## src/rtl/cmd_stream_arbiter.sv

```systemverilog
// rtl/cmd_stream_arbiter.sv - round-robin arbiter sharing one command byte stream between host sources
// A grant is held for one whole command whose length comes from its opcode byte.
module cmd_stream_arbiter #(
  parameter int NUM_SRC            = 2,
  parameter int TRIANGLE_CMD_BYTES = 37,
  parameter int SCENE_CMD_BYTES    = 26,
  localparam int GW                = (NUM_SRC > 1) ? $clog2(NUM_SRC) : 1
) (
  input  logic                 clk,
  input  logic                 rstn,
  input  logic [NUM_SRC-1:0]   src_valid,
  output logic [NUM_SRC-1:0]   src_ready,
  input  logic [8*NUM_SRC-1:0] src_data,
  output logic                 out_valid,
  input  logic                 out_ready,
  output logic [7:0]           out_data,
  output logic [GW-1:0]        grant_id,
  output logic                 busy,
  output logic [15:0]          cmd_count
);

  if (NUM_SRC < 2 || NUM_SRC > 8) begin : g_bad_num_src
    $error("cmd_stream_arbiter: NUM_SRC must be within 2..8");
  end
  if (TRIANGLE_CMD_BYTES < 1 || TRIANGLE_CMD_BYTES > 255) begin : g_bad_tri_len
    $error("cmd_stream_arbiter: TRIANGLE_CMD_BYTES must be within 1..255");
  end
  if (SCENE_CMD_BYTES < 1 || SCENE_CMD_BYTES > 255) begin : g_bad_scene_len
    $error("cmd_stream_arbiter: SCENE_CMD_BYTES must be within 1..255");
  end

  localparam logic [7:0] TRI_LEN   = 8'(TRIANGLE_CMD_BYTES);
  localparam logic [7:0] SCENE_LEN = 8'(SCENE_CMD_BYTES);

  typedef enum logic {
    IDLE    = 1'b0,
    FORWARD = 1'b1
  } state_t;

  state_t         state;
  logic [GW-1:0]  rr_ptr;
  logic [7:0]     bytes_left;
  logic           first_byte;

  logic [7:0]     src_byte [NUM_SRC];
  logic [GW-1:0]  pick;
  logic [GW-1:0]  scan_idx;
  logic           pick_found;
  logic           xfer;
  logic           last_byte;

  function automatic logic [7:0] cmd_len(input logic [7:0] opcode);
    case (opcode)
      8'hA0:   return 8'd2;
      8'hA1:   return TRI_LEN;
      8'hB0:   return SCENE_LEN;
      default: return 8'd1;
    endcase
  endfunction

  function automatic logic [GW-1:0] next_src(input logic [GW-1:0] v);
    if (v == GW'(NUM_SRC - 1)) return '0;
    else                       return v + 1'b1;
  endfunction

  always_comb begin
    for (int i = 0; i < NUM_SRC; i++) begin
      src_byte[i] = src_data[8*i +: 8];
    end
  end

  // First requester at or after rr_ptr, wrapping modulo NUM_SRC.
  always_comb begin
    pick       = rr_ptr;
    scan_idx   = rr_ptr;
    pick_found = 1'b0;
    for (int i = 0; i < NUM_SRC; i++) begin
      scan_idx = GW'((int'(rr_ptr) + i) % NUM_SRC);
      if (!pick_found && src_valid[scan_idx]) begin
        pick_found = 1'b1;
        pick       = scan_idx;
      end
    end
  end

  // Zero-latency pass-through of the granted source while forwarding.
  always_comb begin
    src_ready = '0;
    out_valid = 1'b0;
    out_data  = 8'h00;
    if (state == FORWARD) begin
      out_valid           = src_valid[grant_id];
      out_data            = src_byte[grant_id];
      src_ready[grant_id] = out_ready;
    end
  end

  assign xfer      = out_valid && out_ready;
  assign last_byte = xfer && (first_byte ? (cmd_len(out_data) == 8'd1)
                                         : (bytes_left == 8'd1));
  assign busy      = (state == FORWARD);

  always_ff @(posedge clk or negedge rstn) begin
    if (!rstn) begin
      state      <= IDLE;
      rr_ptr     <= '0;
      grant_id   <= '0;
      bytes_left <= 8'd0;
      first_byte <= 1'b1;
      cmd_count  <= 16'd0;
    end else begin
      case (state)
        IDLE: begin
          if (pick_found) begin
            grant_id   <= pick;
            first_byte <= 1'b1;
            state      <= FORWARD;
          end
        end
        FORWARD: begin
          if (xfer) begin
            if (first_byte) begin
              bytes_left <= cmd_len(out_data) - 8'd1;
              first_byte <= 1'b0;
            end else begin
              bytes_left <= bytes_left - 8'd1;
            end
            if (last_byte) begin
              state     <= IDLE;
              rr_ptr    <= next_src(grant_id);
              grant_id  <= '0;
              cmd_count <= cmd_count + 16'd1;
            end
          end
        end
        default: state <= IDLE;
      endcase
    end
  end

endmodule

```

## config.mk

```make
export PLATFORM = sky130hd
export DESIGN_NAME = cmd_stream_arbiter
export DESIGN_NICKNAME = d
export VERILOG_FILES = /design/src/rtl/cmd_stream_arbiter.sv
export SDC_FILE = /design/constraint.sdc
export NUM_CORES = 1
export LEC_CHECK = 0
export BUFFER_PORTS_ARGS = -buffer_cell sky130_fd_sc_hd__clkbuf_2
export CORE_MARGIN = 5
export CORE_UTILIZATION = 38
export CTS_BUF_LIST = sky130_fd_sc_hd__clkbuf_4
export DETAILED_ROUTE_END_ITERATION = 10
export PLACE_DENSITY = 0.71
export SYNTH_ARGS = -nofsm -noshare
export SYNTH_HDL_FRONTEND = slang
export SYNTH_SLANG_ARGS = --single-unit
```

## constraint.sdc

```tcl
create_clock -name clk -period 2.14 [get_ports clk]
set_input_delay 0.107 -clock clk [delete_from_list [all_inputs] [get_ports clk]]
set_output_delay 0.107 -clock clk [all_outputs]
set_load 0.02 [all_outputs]
```

==> flow_metrics.py <==
metrics = {
    "detailed_routing": {
        "wire_per_inst_um": 13.1,
        "first_pass_iters": 6,
        "avgViaCountPerCell": 5.19,
        "drc_errors": 0,
        "final_antenna_net_count": 0,
        "drt_wl_total_um": 3940,
        "vias": 1567,
        "drt_iter0_markers": 100,
    },
    "floorplan": {
        "dieArea_um2": 5900,
        "die_h_um": 76.8,
        "core-area_um2": 4350,
        "num_rows": 24,
        "die_w_um": 76.8,
        "io-pin-count": 50,
        "start_util_pct": 39.0,
    },
    "run_status": {
        "status": "complete, but fails checks",
        "violations": "negative setup slack",
    },
    "yosys": {
        "synth_top_family_by_area": "simple AND/OR/NAND/NOR gates",
        "yosys.area_share.simple_pct": 25.9,
        "synth.largest_area_cell": "dfrtp_1",
        "synth_edf_count": 0,
        "ys_seq_elements": 28,
        "synth_mux_area_share_pct": 6.64,
        "ys_warn_count": 0,
        "synth.top_cell.area_share_pct": 39.8,
        "async_reset_ff_share_pct": 100,
        "synth_xor_area_share_pct": 7.74,
        "syn_inst": 181,
        "syn_avg_cell_area_um2": 9.37,
        "syn_area_um2": 1700,
        "synth-main-ff-cell": "dfrtp_1",
        "yosys.area_share.adder_pct": 2.95,
        "synth_compound_area_share_pct": 11.0,
        "ys_top_cells_by_area": "dfrtp_1 (40%), xor2_1 (6.2%), mux2i_1 (5.3%)",
        "synth_seq_area_share_pct": 41.4,
        "yosysUniqueCellTypes": 45,
        "syn-num-nets": 206,
    },
    "worst_setup_path": {
        "r2r_start": "grant_id",
        "reg2reg_depth": 8,
        "crit_arrival_ns": 2.48,
        "cp_cell_sequence": "or3b_1, a211oi_2, nand2_1, ha_2, a31oi_4, buf_12, nor4_4, xor2_1",
        "slowest_delay_ns": 0.50,
        "cpMaxStageDelayCell": "dfrtp_2",
        "start_kind": "register",
        "critical_path_class": "register to register",
        "r2r_end": "cmd_count[13]",
        "worstSetupEndpointType": "register",
        "crit_fanout": 12,
        "cp.required_ns": 2.35,
        "r2r_slack_ns": -0.13,
    },
    "flow_run": {
        "max_cap_violations": 0,
    },
    "timing": {
        "fmax_mhz": 441,
        "slew_viol_final": 0,
        "maxSlewHeadroom_pct": 54.5,
        "finalCritPeriodShare_pct": 106,
        "holdWs_ns": 0.0733,
        "finalWorstSetupSlack_ns": -0.128,
        "fin_crit_ns": 2.27,
        "rsz0062_at_grt": "true",
        "setup_viol_count_final": 17,
        "hold_viol_final": 0,
        "worstMarginPinSlew_ns": 0.682,
        "skew_ns": 0.00958,
    },
    "layout": {
        "diodes": 0,
        "syn_to_final_growth_pct": 33.7,
        "drive_gt1_share_pct": 38.0,
        "utilization_pct": 52.1,
        "num-nets-final": 276,
    },
    "placed_design": {
        "dp_hpwl_um": 3000,
        "finalWeightedCongestion": 0.816,
        "port_buffers": 49,
        "place_ws_ns": -0.183,
    },
    "global_route": {
        "grt_pass1_vias": 1584,
        "grt_usage_pct": 14.2,
        "grt_pass1_wl_um": 7030,
        "grt_max_degree": 29,
        "antenna_found_initial": 0,
        "globalRoute.totalOverflow": 0,
    },
    "power": {
        "leakagePower_nw": 1.15,
        "power_mw": 2.22,
        "max-vdd-ir-drop_uv": 567,
        "power_density_nw_per_um2": 979,
    },
    "clock_tree": {
        "h-tree-depth": 1,
        "post_cts_resized": 0,
        "clk_pin_slew_ns": 0.15,
        "ctsRootBufferMaster": "clkbuf_4",
        "cts_tree": "yes",
        "clock_sinks": 28,
        "clock_latency_ns": 0.33,
        "cts.path.max_buffers": 2,
        "cts_buffers": 3,
    },
    "worst_hold_path": {
        "min_to": "grant_id",
        "hp-start": "src_valid[1]",
        "hold_class": "input port to register",
        "hold_depth": 3,
    },
}
==> through the flow <==
stage	instance area, um2	std cells	setup TNS (ns)
after global placement	2170	293	-1.55
final	2270	302	-1.75
after CTS	2270	302	-2.09
after floorplan	1760	181	-1.45
after detailed placement	2170	293	-2.61
after global routing	2270	302	-3.83
==> cells in the mapped netlist (4+ instances only) <==
cell / n
inv_1: 8
nor3_1: 10
clkbuf_1: 4
nand3_1: 9
xor2_1: 12
mux2i_1: 9
o21ai_0: 5
ha_1: 4
nand2_1: 17
dfrtp_1: 27
nor2_1: 24
a21oi_1: 6
==> how the worst max path moves through the flow <==
stage | start | endpoint | slack (ns) | depth (start not counted)
6_report | grant_id | cmd_count[13] | -0.13 | 8
5_1_grt | grant_id | grant_id | -0.26 | 8
4_1_cts | grant_id | cmd_count[12] | -0.15 | 8
3_5_place_dp | grant_id | cmd_count[12] | -0.18 | 8
3_3_place_gp | grant_id | cmd_count[12] | -0.11 | 8
2_1_floorplan | grant_id | cmd_count[1] | -0.16 | 8
==> where the power goes <==
part	leakage, nW	switching, mW	internal, mW
Clock	0.0279	0.159	0.189
Sequential	0.353	0.151	0.652
Combinational	0.773	0.589	0.482
==> kinds of logic after synthesis <==
kind of cell               after synthesis
DFF                                     28
xor gates and xnor gates                15
adders and majority gates                4
buffers and inverters                   15
and+or+nand+nor                         83
muxes                                   11
AOI/OAI and AO/OA                       25
==> flip-flops by register name (all words and copies together), names as in the netlist <==
| register | flops |
|---|---|
| bytes_left | 8 |
| cmd_count | 16 |
| rr_ptr | 1 |
| grant_id | 1 |
| busy | 1 |
| first_byte | 1 |
==> metal layers <==
metal | GRT usage (%) | share of wire (%) | vias up
met1 | 18.2 | 44 | 739
met3 | 2.11 | 4.4 | 7
met2 | 24.1 | 49 | 46
met5 | 0 | 0 | -
met4 | 5.24 | 1.9 | 0
li1 | - | - | 775
==> layout make-up <==
type | instances | area, um2
Fill cell | 383 | 2090
Inverter | 8 | 30.0
Multi-Input combinational cell | 138 | 982
Clock buffer | 3 | 22.5
Tap cell | 52 | 65.1
Sequential cell | 28 | 703
Timing Repair Buffer | 72 | 435
Clock inverter | 1 | 30.0
==> cell usage in the layout (no fill, tap or decap), types with 2 or more instances in the layout <==
cell type      count
clkbuf_2          49
dfrtp_1           26
nor2_1            24
buf_4             20
nand2_1           17
xor2_1            12
mux2i_1            9
nand3_1            9
inv_1              8
nor3_1             7
a21oi_1            6
o21ai_0            5
nand2b_1           3
nor3_2             3
xnor2_1            3
o22ai_1            3
ha_1               3
clkbuf_4           3
and3_1             2
nor4_4             2
nor3b_2            2
or3_1              2
dlygate4sd3_1      2
==> worst max-delay path, delay by kind of cell (launching register included) <==
family | cells | cell delay [ns]
and+or+nand+nor | 3 | 0.58
DFF | 1 | 0.50
buffers and inverters | 1 | 0.18
adders and majority gates | 1 | 0.20
AOI/OAI and AO/OA | 2 | 0.54
xor gates and xnor gates | 1 | 0.16
==> timing repair <==
item | 4_1_cts | 5_1_grt
hold endpoints to repair | 28 | 0
hold buffers | 2 | 0
setup buffers | 3 | 0
setup endpoints to repair | 19 | 19
pin swaps | 0 | 0
Power figures use the tool's default switching activity.
